$ cat src/rtl/mem8x8_ctrl.sv
// Sequencing controller and two-requester arbiter for the 8x8 latch memory.
// Define MEM8X8_CTRL_PRIO_EN for fixed priority (req0 wins ties); default is round-robin.
module mem8x8_ctrl #(
    parameter int unsigned ADDR_W     = 3,
    parameter int unsigned DATA_W     = 8,
    parameter int unsigned ACCESS_CYC = 1
) (
    input  logic                   clk,
    input  logic                   rst,
    input  logic                   req0,
    input  logic                   req1,
    input  logic                   op0,
    input  logic                   op1,
    input  logic [ADDR_W-1:0]      addr0,
    input  logic [ADDR_W-1:0]      addr1,
    input  logic [DATA_W-1:0]      wdata0,
    input  logic [DATA_W-1:0]      wdata1,
    output logic                   ack0,
    output logic                   ack1,
    output logic [DATA_W-1:0]      rdata,
    output logic                   busy,
    output logic [2**ADDR_W-1:0]   mem_sel,
    output logic                   mem_op,
    output logic [DATA_W-1:0]      mem_inp,
    input  logic [DATA_W-1:0]      mem_outp
);

    localparam int unsigned DEPTH = 2**ADDR_W;
    localparam int unsigned CNT_W = (ACCESS_CYC > 1) ? $clog2(ACCESS_CYC) : 1;

    typedef enum logic [2:0] {IDLE, SETUP, ACCESS, HOLD, DONE} state_t;

    state_t            state;
    logic [CNT_W-1:0]  cnt;
    logic [ADDR_W-1:0] addr_q;
    logic              gnt;
    logic              grant1;

`ifdef MEM8X8_CTRL_PRIO_EN
    assign grant1 = req1 & ~req0;
`else
    logic last_grant;
    // On a tie, serve whichever requester was not served last.
    assign grant1 = req1 & (~req0 | ~last_grant);
`endif

    always_ff @(posedge clk or posedge rst) begin
        if (rst) begin
            state   <= IDLE;
            cnt     <= '0;
            addr_q  <= '0;
            gnt     <= 1'b0;
            ack0    <= 1'b0;
            ack1    <= 1'b0;
            rdata   <= '0;
            busy    <= 1'b0;
            mem_sel <= '0;
            mem_op  <= 1'b0;
            mem_inp <= '0;
`ifndef MEM8X8_CTRL_PRIO_EN
            last_grant <= 1'b1;
`endif
        end else begin
            ack0 <= 1'b0;
            ack1 <= 1'b0;
            case (state)
                IDLE: begin
                    if (req0 || req1) begin
                        gnt     <= grant1;
                        mem_op  <= grant1 ? op1 : op0;
                        mem_inp <= grant1 ? wdata1 : wdata0;
                        addr_q  <= grant1 ? addr1 : addr0;
                        busy    <= 1'b1;
                        state   <= SETUP;
`ifndef MEM8X8_CTRL_PRIO_EN
                        last_grant <= grant1;
`endif
                    end
                end
                SETUP: begin
                    mem_sel <= {{(DEPTH-1){1'b0}}, 1'b1} << addr_q;
                    cnt     <= '0;
                    state   <= ACCESS;
                end
                ACCESS: begin
                    if (cnt == CNT_W'(ACCESS_CYC - 1)) begin
                        mem_sel <= '0;
                        // Array output is still driven by the select on this edge.
                        if (!mem_op) begin
                            rdata <= mem_outp;
                        end
                        state <= HOLD;
                    end else begin
                        cnt <= cnt + 1'b1;
                    end
                end
                HOLD: begin
                    ack0  <= ~gnt;
                    ack1  <= gnt;
                    state <= DONE;
                end
                DONE: begin
                    busy  <= 1'b0;
                    state <= IDLE;
                end
                default: begin
                    state <= IDLE;
                end
            endcase
        end
    end

endmodule
$ cat config.mk
export PLATFORM = sky130hd
export DESIGN_NAME = mem8x8_ctrl
export DESIGN_NICKNAME = d
export VERILOG_FILES = /design/src/rtl/mem8x8_ctrl.sv
export SDC_FILE = /design/constraint.sdc
export NUM_CORES = 1
export LEC_CHECK = 0
export CAP_MARGIN = 30
export CELL_PAD_IN_SITES_DETAIL_PLACEMENT = 0
export CELL_PAD_IN_SITES_GLOBAL_PLACEMENT = 2
export CORE_MARGIN = 2
export CORE_UTILIZATION = 28
export CTS_CLUSTER_SIZE = 28
export DETAILED_ROUTE_END_ITERATION = 10
export PLACE_DENSITY = 0.86
export SETUP_SLACK_MARGIN = 0.3
export SLEW_MARGIN = 10
export SYNTH_ARGS = -nofsm -noshare
export SYNTH_HDL_FRONTEND = slang
export SYNTH_SLANG_ARGS = --single-unit
$ cat constraint.sdc
create_clock -name clk -period 3.2 [get_ports clk]
set_clock_uncertainty 0.15 [all_clocks]
set_input_delay 0.32 -clock clk [delete_from_list [all_inputs] [get_ports clk]]
set_output_delay 0.32 -clock clk [all_outputs]
set_load 0.01 [all_outputs]
Yosys cells after proc, flatten, opt, wreduce, memory -nomap -nowiden
Cells that the tools add are included.
{"block": "classes", "n_mux": 14, "bitwise": 7, "reduce_logical": 9, "n_shift": 1, "eq_ne": 6, "addsub": 1}
{"operator": "$mux W8", "count": 2}
{"operator": "$pmux W8 S2", "count": 1}
{"operator": "$pmux W3 S4", "count": 1}
{"operator": "$mux W3", "count": 3}
{"operator": "$reduce_and A2 Y1", "count": 4}
{"operator": "$shl A1 B3 Y8 const A", "count": 1}
{"operator": "$eq A3 B2 Y1 const B", "count": 2}
{"operator": "$mux W1", "count": 5}
{"operator": "$not A1 Y1", "count": 5}
{"operator": "$ne A2 B2 Y1 const B", "count": 2}
{"operator": "$pmux W1 S2", "count": 2}
{"operator": "$reduce_bool A2 Y1", "count": 2}
{"operator": "$eq A3 B1 Y1 const B", "count": 1}
{"operator": "$eq A3 B3 Y1 const B", "count": 1}
{"operator": "$logic_not A3 Y1", "count": 1}
{"operator": "$reduce_and A3 Y1", "count": 1}
{"operator": "$add A1 B1 Y1 const B", "count": 1}
{"operator": "$and A1 B1 Y1", "count": 1}
{"operator": "$logic_or A1 B1 Y1", "count": 1}
{"operator": "$or A1 B1 Y1", "count": 1}
{"block": "word_totals", "inputBits": 36, "ff_bits": 37}

Longest topological paths before layout
Gate-level depths: netlist (run 1).
{"block": "logic_depth", "ltp_word": 4, "mapped_depth": 5, "mapped_depth_nobuf": 3}

Least setup slack after synthesis (run 1)
No wires, ideal clock.
{"block": "synth_timing", "path_kind": "reg-to-reg", "from": "register state[0]", "to": "register addr_q[0]", "n_path_buf": 2, "arrival_ns": 1.612, "setup_slack_ns": 1.315, "stages_incl_launch_ff": 6, "path_cell_list": "dfrtp_1 > buf_6 > or4b_4 > buf_6 > or3_1 > o221a_2"}
{"block": "synth_via", "elab_chain_cells": 2}
{"item": "start: declaration", "line_no": "33", "text": "state_t state;"}
{"item": "start signal: assignment", "line_no": "49", "text": "state <= IDLE;"}
{"item": "start signal: assignment", "line_no": "74", "text": "state <= SETUP;"}
{"item": "start signal: assignment", "line_no": "83", "text": "state <= ACCESS;"}
{"item": "$logic_not A3 Y1", "line_no": "66", "text": "case (state)"}
{"item": "$reduce_and A2 Y1 (no source line)"}
{"item": "end signal: assignment", "line_no": "72", "text": "addr_q <= grant1 ? addr1 : addr0;"}
{"item": "end: declaration", "line_no": "35", "text": "logic [ADDR_W-1:0] addr_q;"}
Every way passes these cells.
A chain may end at the register's enable or synchronous reset.

Worst setup path in the final report (run 1)
{"block": "layout_timing", "from": "register state[0]", "to": "register mem_inp[3]"}
{"block": "layout_via", "elab_chain_cells": 2}
{"item": "$logic_not A3 Y1", "line_no": "66"}
{"item": "$reduce_and A2 Y1 (no source line)"}
{"item": "end signal: assignment", "line_no": "71", "text": "mem_inp <= grant1 ? wdata1 : wdata0;"}
{"item": "end: declaration", "line_no": "24", "text": "output logic [DATA_W-1:0] mem_inp,"}
Every way passes these cells.

==> results of run 1 <==
## critical path: stages (launching register included)
cell	delay, ns
dfrtp_1	0.50
nor3_1	0.41
nand3_1	0.48
o221a_2	0.40
## synth_stat cells
| cell | instances |
|---|---|
| dfrtp_1 | 35 |
| o221a_2 | 12 |
| or3_1 | 12 |
| mux2_2 | 8 |
| a22o_1 | 6 |
| and2_1 | 3 |
| buf_2 | 3 |
| clkbuf_1 | 3 |
| inv_1 | 3 |
| nor3_1 | 3 |
| a21oi_1 | 2 |
| a32o_1 | 2 |
| buf_6 | 2 |
| nand2b_1 | 2 |
| nor2_1 | 2 |
| nor2b_1 | 2 |
| a21boi_0 | 1 |
| a21o_1 | 1 |
| and3b_1 | 1 |
| dfstp_2 | 1 |
| nand2_1 | 1 |
| nand3_1 | 1 |
| nor4b_1 | 1 |
| nor4b_4 | 1 |
| nor4bb_1 | 1 |
| o21a_1 | 1 |
| or4b_4 | 1 |
| xor2_1 | 1 |
## state kept, by name, indices dropped and copies added (netlist names)
signal      flops
ack1            1
ack0            1
busy            1
addr_q          3
last_grant      1
mem_inp         8
state           3
gnt             1
mem_sel         8
rdata           8
mem_op          1
## through the flow
stage | utilization, % | hold WS (ns) | total power [mW] | instances
final | 43.9 | 0.336 | 2.05 | 245
after global routing | 43.9 | 0.343 | 2.19 | 245
after CTS | 43.9 | 0.330 | 2.08 | 245
after detailed placement | 42.4 | 0.315 | 1.77 | 238
after global placement | 42.4 | 0.311 | 1.75 | 238
after floorplan | - | 0.304 | 1.36 | 112
## power groups by stage
stage / registers [mW] / clock network, mW / logic [mW]
finish: 0.829 / 0.299 / 0.922
global route: 0.861 / 0.327 / 1.00
CTS: 0.831 / 0.311 / 0.938
detailed placement: 0.838 / 0 / 0.937
global placement: 0.831 / 0 / 0.918
floorplan: 0.845 / 0 / 0.513
## routing by layer
metal | vias to the layer above | share of wire (%) | track usage [%]
met5 | - | 0 | 0
met4 | 0 | 1.5 | 4.82
met3 | 7 | 5.4 | 3.95
met2 | 40 | 49 | 21.7
met1 | 565 | 44 | 15.1
li1 | 550 | - | -
## worst paths after layout
check / from / to / slack [ns] / cells past startpoint
worst min register to register: gnt / ack1 / 0.34 / 1
worst max register to register: state[0] / mem_inp[3] / 1.14 / 3
worst max-delay path: state[0] / mem_inp[3] / 1.14 / 3
min in group asynchronous: rst / mem_inp[4] / 0.35 / 2
worst min-delay path: gnt / ack1 / 0.34 / 1
max in group asynchronous: rst / mem_sel[5] / 1.85 / 3
## placed cells by master, fill, tap and decap left out, drive strengths merged
| master | count |
|---|---|
| or4b | 1 |
| buf | 1 |
| xor2 | 1 |
| nand2b | 2 |
| nor3 | 3 |
| or3 | 12 |
| and2 | 3 |
| a21boi | 1 |
| and3b | 1 |
| nor4bb | 1 |
| a32o | 2 |
| nor2 | 2 |
| mux2 | 8 |
| dfrtp | 35 |
| clkdlybuf4s50 | 63 |
| clkbuf | 6 |
| inv | 3 |
| nand2 | 1 |
| clkinv | 1 |
| o221a | 12 |
| a21o | 1 |
| a21oi | 2 |
| a22o | 6 |
| nand3 | 1 |
| dfstp | 1 |
| nor2b | 2 |
| nor4b | 2 |
| o21a | 1 |
## final cells by class
type | count | area [um2] | area share, %
clock buffer | 6 | 72.6 | 3.20
clock inverter | 1 | 5.00 | 0.220
inverter | 3 | 11.3 | 0.496
multi-input combinational | 65 | 554 | 24.4
sequential | 36 | 902 | 39.7
tap | 70 | 87.6 | 3.86
timing repair buffer | 64 | 638 | 28.1
## logic make-up (layout without fill, tap and decap cells)
family,count (synthesis),count (layout),synth area share [%]
muxes,8,8,5.94
and+or+nand+nor,31,31,14.2
AOI/OAI and AO/OA,25,25,15.8
DFF,36,36,59.5
buffers and inverters,11,74,3.96
xor gates and xnor gates,1,1,0.578
==> qor.yml, run 1 <==
clock_network:
  cts-resized-gates: 0
  clockBufferDepth: 2
  cts_tree: "done"
  clk_pin_slew_ns: 0.07
  clock_latency_ns: 0.29
  clock-root-buffer: "clkbuf_8"
  postCtsSetupBuffers: 0
  hold_buffers: 0
  numCtsBuffers: 5
  htree_levels: 2
  clock_sinks: 36
synthesis:
  syn_inst: 112
  ys_seq_area_share_pct: 59.5
  synth_area_leaders: "dfrtp_1 (58%), o221a_2 (8.9%), mux2_2 (5.9%)"
  synth_top_cell_area_share_pct: 57.8
  synth_area_per_cell_um2: 13.5
  ys_ff_latch: 36
  synth_fp_nets: 148
  syn_area_mm2: 0.00152
  ys_types: 28
  synth_warnings: 0
  synth_top_area_cell: "dfrtp_1"
sta:
  fmax_ghz: 0.486
  layout_min_cycle_time_ns: 2.06
  finalSetupTns_ns: 0
  slew_headroom_pct: 47.6
  grt_setup_unrepaired: "no"
  setup_viol: 0
  timing.final.hold_violations: 0
  period_share_pct: 64.3
  final-max-slew-violation-count: 0
  worst_pin_slew_ns: 0.786
  setup_ws_ns: 1.14
power:
  ir_worst_vdd_mv: 0.386
  p_leak_nw: 0.906
  clockPowerShare_pct: 14.6
  pwr_density_cell_mw_per_mm2: 903
  power.switching_mw: 0.676
  netSwitchingFraction_pct: 33.0
  seqPwrFrac_pct: 40.4
  p_comb_share_pct: 45.0
  p_int_mw: 1.37
floorplan:
  die_h_um: 77.6
  start_util_pct: 29.3
  ios: 64
  die_w_um: 77.6
  coreArea_mm2: 0.00517
  rows: 26
  dieArea_mm2: 0.00602
global_route:
  grt-ovfl-total: 0
  grt_max_degree: 23
  grt_antenna_before_repair: 0
  grt_pass1_vias: 1197
  grt_usage_pct: 12.8
  grt_pass1_wl_mm: 6.02
routing:
  vias: 1162
  dr.pass1.iters: 4
  wl_per_cell_um: 14.7
  post-route-drc-count: 0
  wl_mm: 3.60
  drt_iter0_drc: 47
  ant_nets: 0
  via_per_inst: 4.74
worst_hold_path:
  hp-class: "flop to flop"
setup_path:
  start_kind: "flop"
  crit_type: "flop to flop"
  crit_fanout: 13
  required_ns: 3.23
  end_kind: "flop"
  cp.arrival_ns: 2.08
placed_design:
  port_buffers: 63
  dp_hpwl_mm: 2.66
  place_congestion: 0.668
  dp_slack_ns: 0.965
  dpl_cell_area_mm2: 0.00219
layout:
  final_nets: 211
  syn_to_final_growth_pct: 49.8
  drive_gt1_share_pct: 17.1
  antenna_cells: 0
  finish.instance_area_mm2: 0.00227
  fill_cells: 482
run_status:
  status: "finished clean"
job:
  maxCapViolations: 0
No activity file was read; power rests on OpenSTA's default activity.
==> inputs of run 2 (changes only) <==
--- a/config.mk
+++ b/config.mk
@@ -9,10 +9,10 @@
 export CELL_PAD_IN_SITES_DETAIL_PLACEMENT = 0
 export CELL_PAD_IN_SITES_GLOBAL_PLACEMENT = 2
 export CORE_MARGIN = 2
-export CORE_UTILIZATION = 28
+export CORE_UTILIZATION = 26
 export CTS_CLUSTER_SIZE = 28
 export DETAILED_ROUTE_END_ITERATION = 10
-export PLACE_DENSITY = 0.86
+export PLACE_DENSITY = 0.81
 export SETUP_SLACK_MARGIN = 0.3
 export SLEW_MARGIN = 10
 export SYNTH_ARGS = -nofsm -noshare
==> constraint.sdc (replaced) <==
create_clock -name clk -period 1.9 [get_ports clk]
set_clock_uncertainty 0.15 [all_clocks]
set_input_delay 0.19 -clock clk [delete_from_list [all_inputs] [get_ports clk]]
set_output_delay 0.19 -clock clk [all_outputs]
set_load 0.01 [all_outputs]
==> run 2 against run 1 <==
Compared with the run above: critical path depth stayed put; core utilization decreased by 1.3 points; hold slack lost 0.18 ns; flip-flop and latch count unchanged; first-iteration DRC count increased by 28%; critical path type unchanged; highest routed layer unchanged.
==> qor.yml, run 2 (synthesis results as in run 1) <==
setup_path:
  crit_fanout: 7
  reg2reg_depth: 3
  regToRegSetupSlack_ns: 0.12
  cp.arrival_ns: 1.80
  required_ns: 1.92
  crit_type: "flop to flop"
  rr_startpoint: "state[1]"
  start_kind: "flop"
  end_kind: "flop"
  reg2reg_to: "mem_inp[1]"
clock_network:
  clock-root-buffer: "clkbuf_8"
  cts_tree: "done"
  hold_buffers: 0
  clk_pin_slew_ns: 0.07
  numCtsBuffers: 5
  clock_sinks: 36
  clock_latency_ns: 0.29
  clockBufferDepth: 2
  htree_levels: 2
routing:
  dr.pass1.iters: 4
  wl_mm: 3.79
  post-route-drc-count: 0
  wl_met3_um: 276
  wl_per_cell_um: 14.7
  wl_met1_mm: 1.62
  met2_length_mm: 1.88
  ant_nets: 0
  vias: 1206
  routed.top_layer: "met4"
  via_per_inst: 4.67
  drt_iter0_drc: 60
power:
  p_leak_nw: 0.961
  totalPowerFinal_mw: 3.65
  ir_worst_vdd_mv: 0.465
  pwr_density_cell_mw_per_mm2: 1540
placed_design:
  port_buffers: 63
  dp_slack_ns: -0.114
  dp_hpwl_mm: 2.67
  dp_cells: 248
  place_congestion: 0.689
global_route:
  grt_pass1_wl_mm: 6.16
  grt_pass1_vias: 1238
  grt_antenna_before_repair: 0
  grt_max_degree: 37
  grt-ovfl-total: 0
  grt_usage_pct: 12.5
sta:
  setup_ws_ns: 0.118
  finalSetupTns_ns: 0
  worst_pin_slew_ns: 0.447
  final-max-slew-violation-count: 0
  grt_setup_unrepaired: "yes"
  fmax_ghz: 0.561
  slew_headroom_pct: 70.2
  timing.final.hold_violations: 0
  setup_viol: 0
  period_share_pct: 93.8
  layout_min_cycle_time_ns: 1.78
run_status:
  status: "finished clean"
layout:
  regArea_um2: 902
  final_cells: 258
  fill_cells: 534
  final_common_cell: "clkdlybuf4s50_1"
  antenna_cells: 0
  final_nets: 221
  layout_common_cells: "clkdlybuf4s50_1 (63), dfrtp_1 (35), or3_1 (12), o221a_2 (12), buf_4 (9)"
  syn_to_final_growth_pct: 56.8
  drive_gt1_share_pct: 23.1
  reg_top3: "mem_inp x8, mem_sel x8, rdata x8"
  multi_input_area_um2: 583
job:
  maxCapViolations: 0
floorplan:
  ios: 64
  die_h_um: 80.4
  rows: 27
  die_w_um: 80.4
  start_util_pct: 27.2
  coreArea_mm2: 0.00557
  dieArea_mm2: 0.00646
worst_hold_path:
  hp-class: "input pin to asynchronous set/reset pin"
-- run 2: worst max-delay path by stage --
stage	start	endpoint	slack, ns	cells past startpoint
after floorplan	state[1]	addr_q[0]	0.02	5
after global placement	req1	mem_inp[6]	-0.08	4
after detailed placement	req1	mem_inp[6]	-0.11	4
after CTS	state[1]	mem_inp[1]	0.11	3
after global routing	state[1]	mem_inp[3]	0.08	3
final	state[1]	mem_inp[1]	0.12	3
-- run 2: repair_timing --
action	in CTS	in global routing
resized for setup	4	2
gates cloned	1	0
pin swaps	4	0
buffers inserted	1	0
setup endpoints to repair	23	30
-- run 2: area by class of cell --
class,count,area share [%]
Clock buffer,7,3.21
Clock inverter,1,0.211
Inverter,3,0.474
Multi-Input combinational cell,66,24.5
Sequential cell,36,37.9
Tap cell,72,3.79
Timing Repair Buffer,73,29.8
-- run 2: critical path, cell delays in order, from the launching register on --
cell,delay [ns]
dfrtp_1,0.42
or4b_4,0.59
or3_1,0.37
o221a_2,0.13
-- run 2: routing by layer --
metal / vias to the layer above / GRT usage (%)
met4: 0 / 4.07
met2: 47 / 21.3
li1: 576 / -
met5: - / 0
met3: 4 / 4.16
met1: 579 / 14.7
-- run 2: where the power goes --
| group | internal (mW) | total [mW] | switching [mW] |
|---|---|---|---|
| logic | 1.07 | 1.80 | 0.733 |
| registers | 1.12 | 1.34 | 0.222 |
| clock network | 0.257 | 0.511 | 0.254 |
| total | 2.44 | 3.65 | 1.21 |
-- run 2: metrics by stage --
stage | hold WS (ns) | util (%) | area [um2]
after floorplan | 0.192 | - | 1520
after global placement | 0.315 | 40.5 | 2260
after detailed placement | 0.327 | 40.5 | 2260
after CTS | 0.181 | 42.5 | 2370
after global routing | 0.237 | 42.6 | 2380
final | 0.157 | 42.6 | 2380
==> inputs of run 3 (changes only) <==
--- a/config.mk
+++ b/config.mk
@@ -5,6 +5,7 @@
 export SDC_FILE = /design/constraint.sdc
 export NUM_CORES = 1
 export LEC_CHECK = 0
+export ABC_CLOCK_PERIOD_IN_PS = 1900
 export CAP_MARGIN = 30
 export CELL_PAD_IN_SITES_DETAIL_PLACEMENT = 0
 export CELL_PAD_IN_SITES_GLOBAL_PLACEMENT = 2
@@ -14,6 +15,7 @@
 export DETAILED_ROUTE_END_ITERATION = 10
 export PLACE_DENSITY = 0.81
 export SETUP_SLACK_MARGIN = 0.3
+export SKIP_CTS_REPAIR_TIMING = 1
 export SLEW_MARGIN = 10
 export SYNTH_ARGS = -nofsm -noshare
 export SYNTH_HDL_FRONTEND = slang
==> run 3 against run 2 <==
Compared with the run above: clock power barely moved; final area rose by 3.3%; fmax rose by 0.22%; largest cell class unchanged; highest routed layer unchanged.
==> qor.yml, run 3 (synthesis results as in run 1) <==
run_status:
  status: "finished clean"
setup_path:
  crit_fanout: 7
  path_cells: "or4b_4, or3_1, o221a_2"
  rr_startpoint: "state[2]"
  required_ns: 1.92
  cp.arrival_ns: 1.80
  crit_path_top_delay_cell: "or4b_4"
  end_kind: "flop"
  crit_type: "flop to flop"
  cpPeakStageDelay_ns: 0.60
  regToRegSetupSlack_ns: 0.12
  reg2reg_to: "mem_inp[7]"
  reg2reg_depth: 3
  start_kind: "flop"
routing:
  via_per_inst: 4.66
  wl_per_cell_um: 14.8
  ant_nets: 0
  vias: 1221
  post-route-drc-count: 0
  drt_iter0_drc: 47
  dr.pass1.iters: 4
  wl_mm: 3.88
layout:
  final_nets: 225
  syn_to_final_growth_pct: 61.9
  fill_cells: 533
  finish.instance_area_mm2: 0.00245
  layout_common_cells: "clkdlybuf4s50_1 (63), dfrtp_1 (35), or3_1 (12), o221a_2 (12), buf_4 (10)"
  final_cells: 262
  drive_gt1_share_pct: 24.2
  utilization_pct: 44.0
  final_common_cell: "clkdlybuf4s50_1"
  antenna_cells: 0
  reg_top3: "mem_inp x8, mem_sel x8, rdata x8"
placed_design:
  dpl_cell_area_mm2: 0.00226
  dp_slack_ns: -0.114
  port_buffers: 63
  place_congestion: 0.689
  dp_cells: 248
  dp_hpwl_mm: 2.67
clock_network:
  clockBufferDepth: 2
  clock_sinks: 36
  cts_tree: "done"
  clock_latency_ns: 0.28
  clock-root-buffer: "clkbuf_8"
  clk_pin_slew_ns: 0.07
  numCtsBuffers: 5
  htree_levels: 2
power:
  ir_worst_vdd_mv: 0.584
  p_leak_nw: 1.01
  pwr_density_cell_mw_per_mm2: 1560
  totalPowerFinal_mw: 3.83
floorplan:
  ios: 64
  dieArea_mm2: 0.00646
  rows: 27
  die_w_um: 80.4
  start_util_pct: 27.2
  coreArea_mm2: 0.00557
  die_h_um: 80.4
sta:
  holdWs_ns: 0.162
  worst_pin_slew_ns: 0.439
  finalSetupTns_ns: 0
  setup_ws_ns: 0.122
  layout_min_cycle_time_ns: 1.78
  slew_headroom_pct: 70.7
  grt_setup_unrepaired: "yes"
  period_share_pct: 93.6
  setup_viol: 0
  fmax_ghz: 0.562
  timing.final.hold_violations: 0
  final-max-slew-violation-count: 0
global_route:
  grt_pass1_vias: 1200
  grt_pass1_wl_mm: 5.87
  grt_usage_pct: 11.9
  grt-ovfl-total: 0
  grt_max_degree: 37
  grt_antenna_before_repair: 0
worst_hold_path:
  hp-class: "input pin to asynchronous set/reset pin"
job:
  maxCapViolations: 0
[run 3: changes by cell type in the layout (fill, tap and decap cells not counted)]
cell,before,now
buf_12,0,1
mux2_4,0,8
buf_6,1,3
nand2b_2,1,0
nand2b_1,1,2
mux2_2,8,0
buf_4,9,10
[run 3: area by class of cell]
cell class	instances	area (um2)	area share, %
Clock buffer	7	76.3	3.11
Multi-Input combinational cell	66	611	24.9
Sequential cell	36	902	36.7
Clock inverter	1	5.00	0.204
Tap cell	72	90.1	3.67
Inverter	3	11.3	0.459
Timing Repair Buffer	77	759	30.9
[run 3: worst max path at each step]
stage,startpoint,end,cells after the start
global route,state[2],mem_inp[6],6
finish,state[2],mem_inp[7],3
floorplan,state[1],addr_q[0],5
global placement,req1,mem_inp[6],4
detailed placement,req1,mem_inp[6],4
CTS,state[1],mem_inp[6],4
[run 3: where the power goes]
group          total (mW)  internal (mW)  leakage [nW]  switching, mW
combinational        1.97           1.21         0.536          0.764
clock               0.508          0.257        0.0422          0.251
sequential           1.35           1.12         0.433          0.231
total                3.83           2.59          1.01           1.24
[run 3: routing by layer]
metal  track usage [%]  up-vias  wire length (um)
met1              13.8      591              1620
met2              20.5       47              1980
met3              4.16        2               276
met5                 0        -                 0
li1                  -      581                 -
met4              3.73        0                 4
[run 3: critical path: cells and delay by family (launching register included)]
family          cells  cell delay, ns
flops               1            0.42
compound gates      1            0.13
simple gates        2            0.97
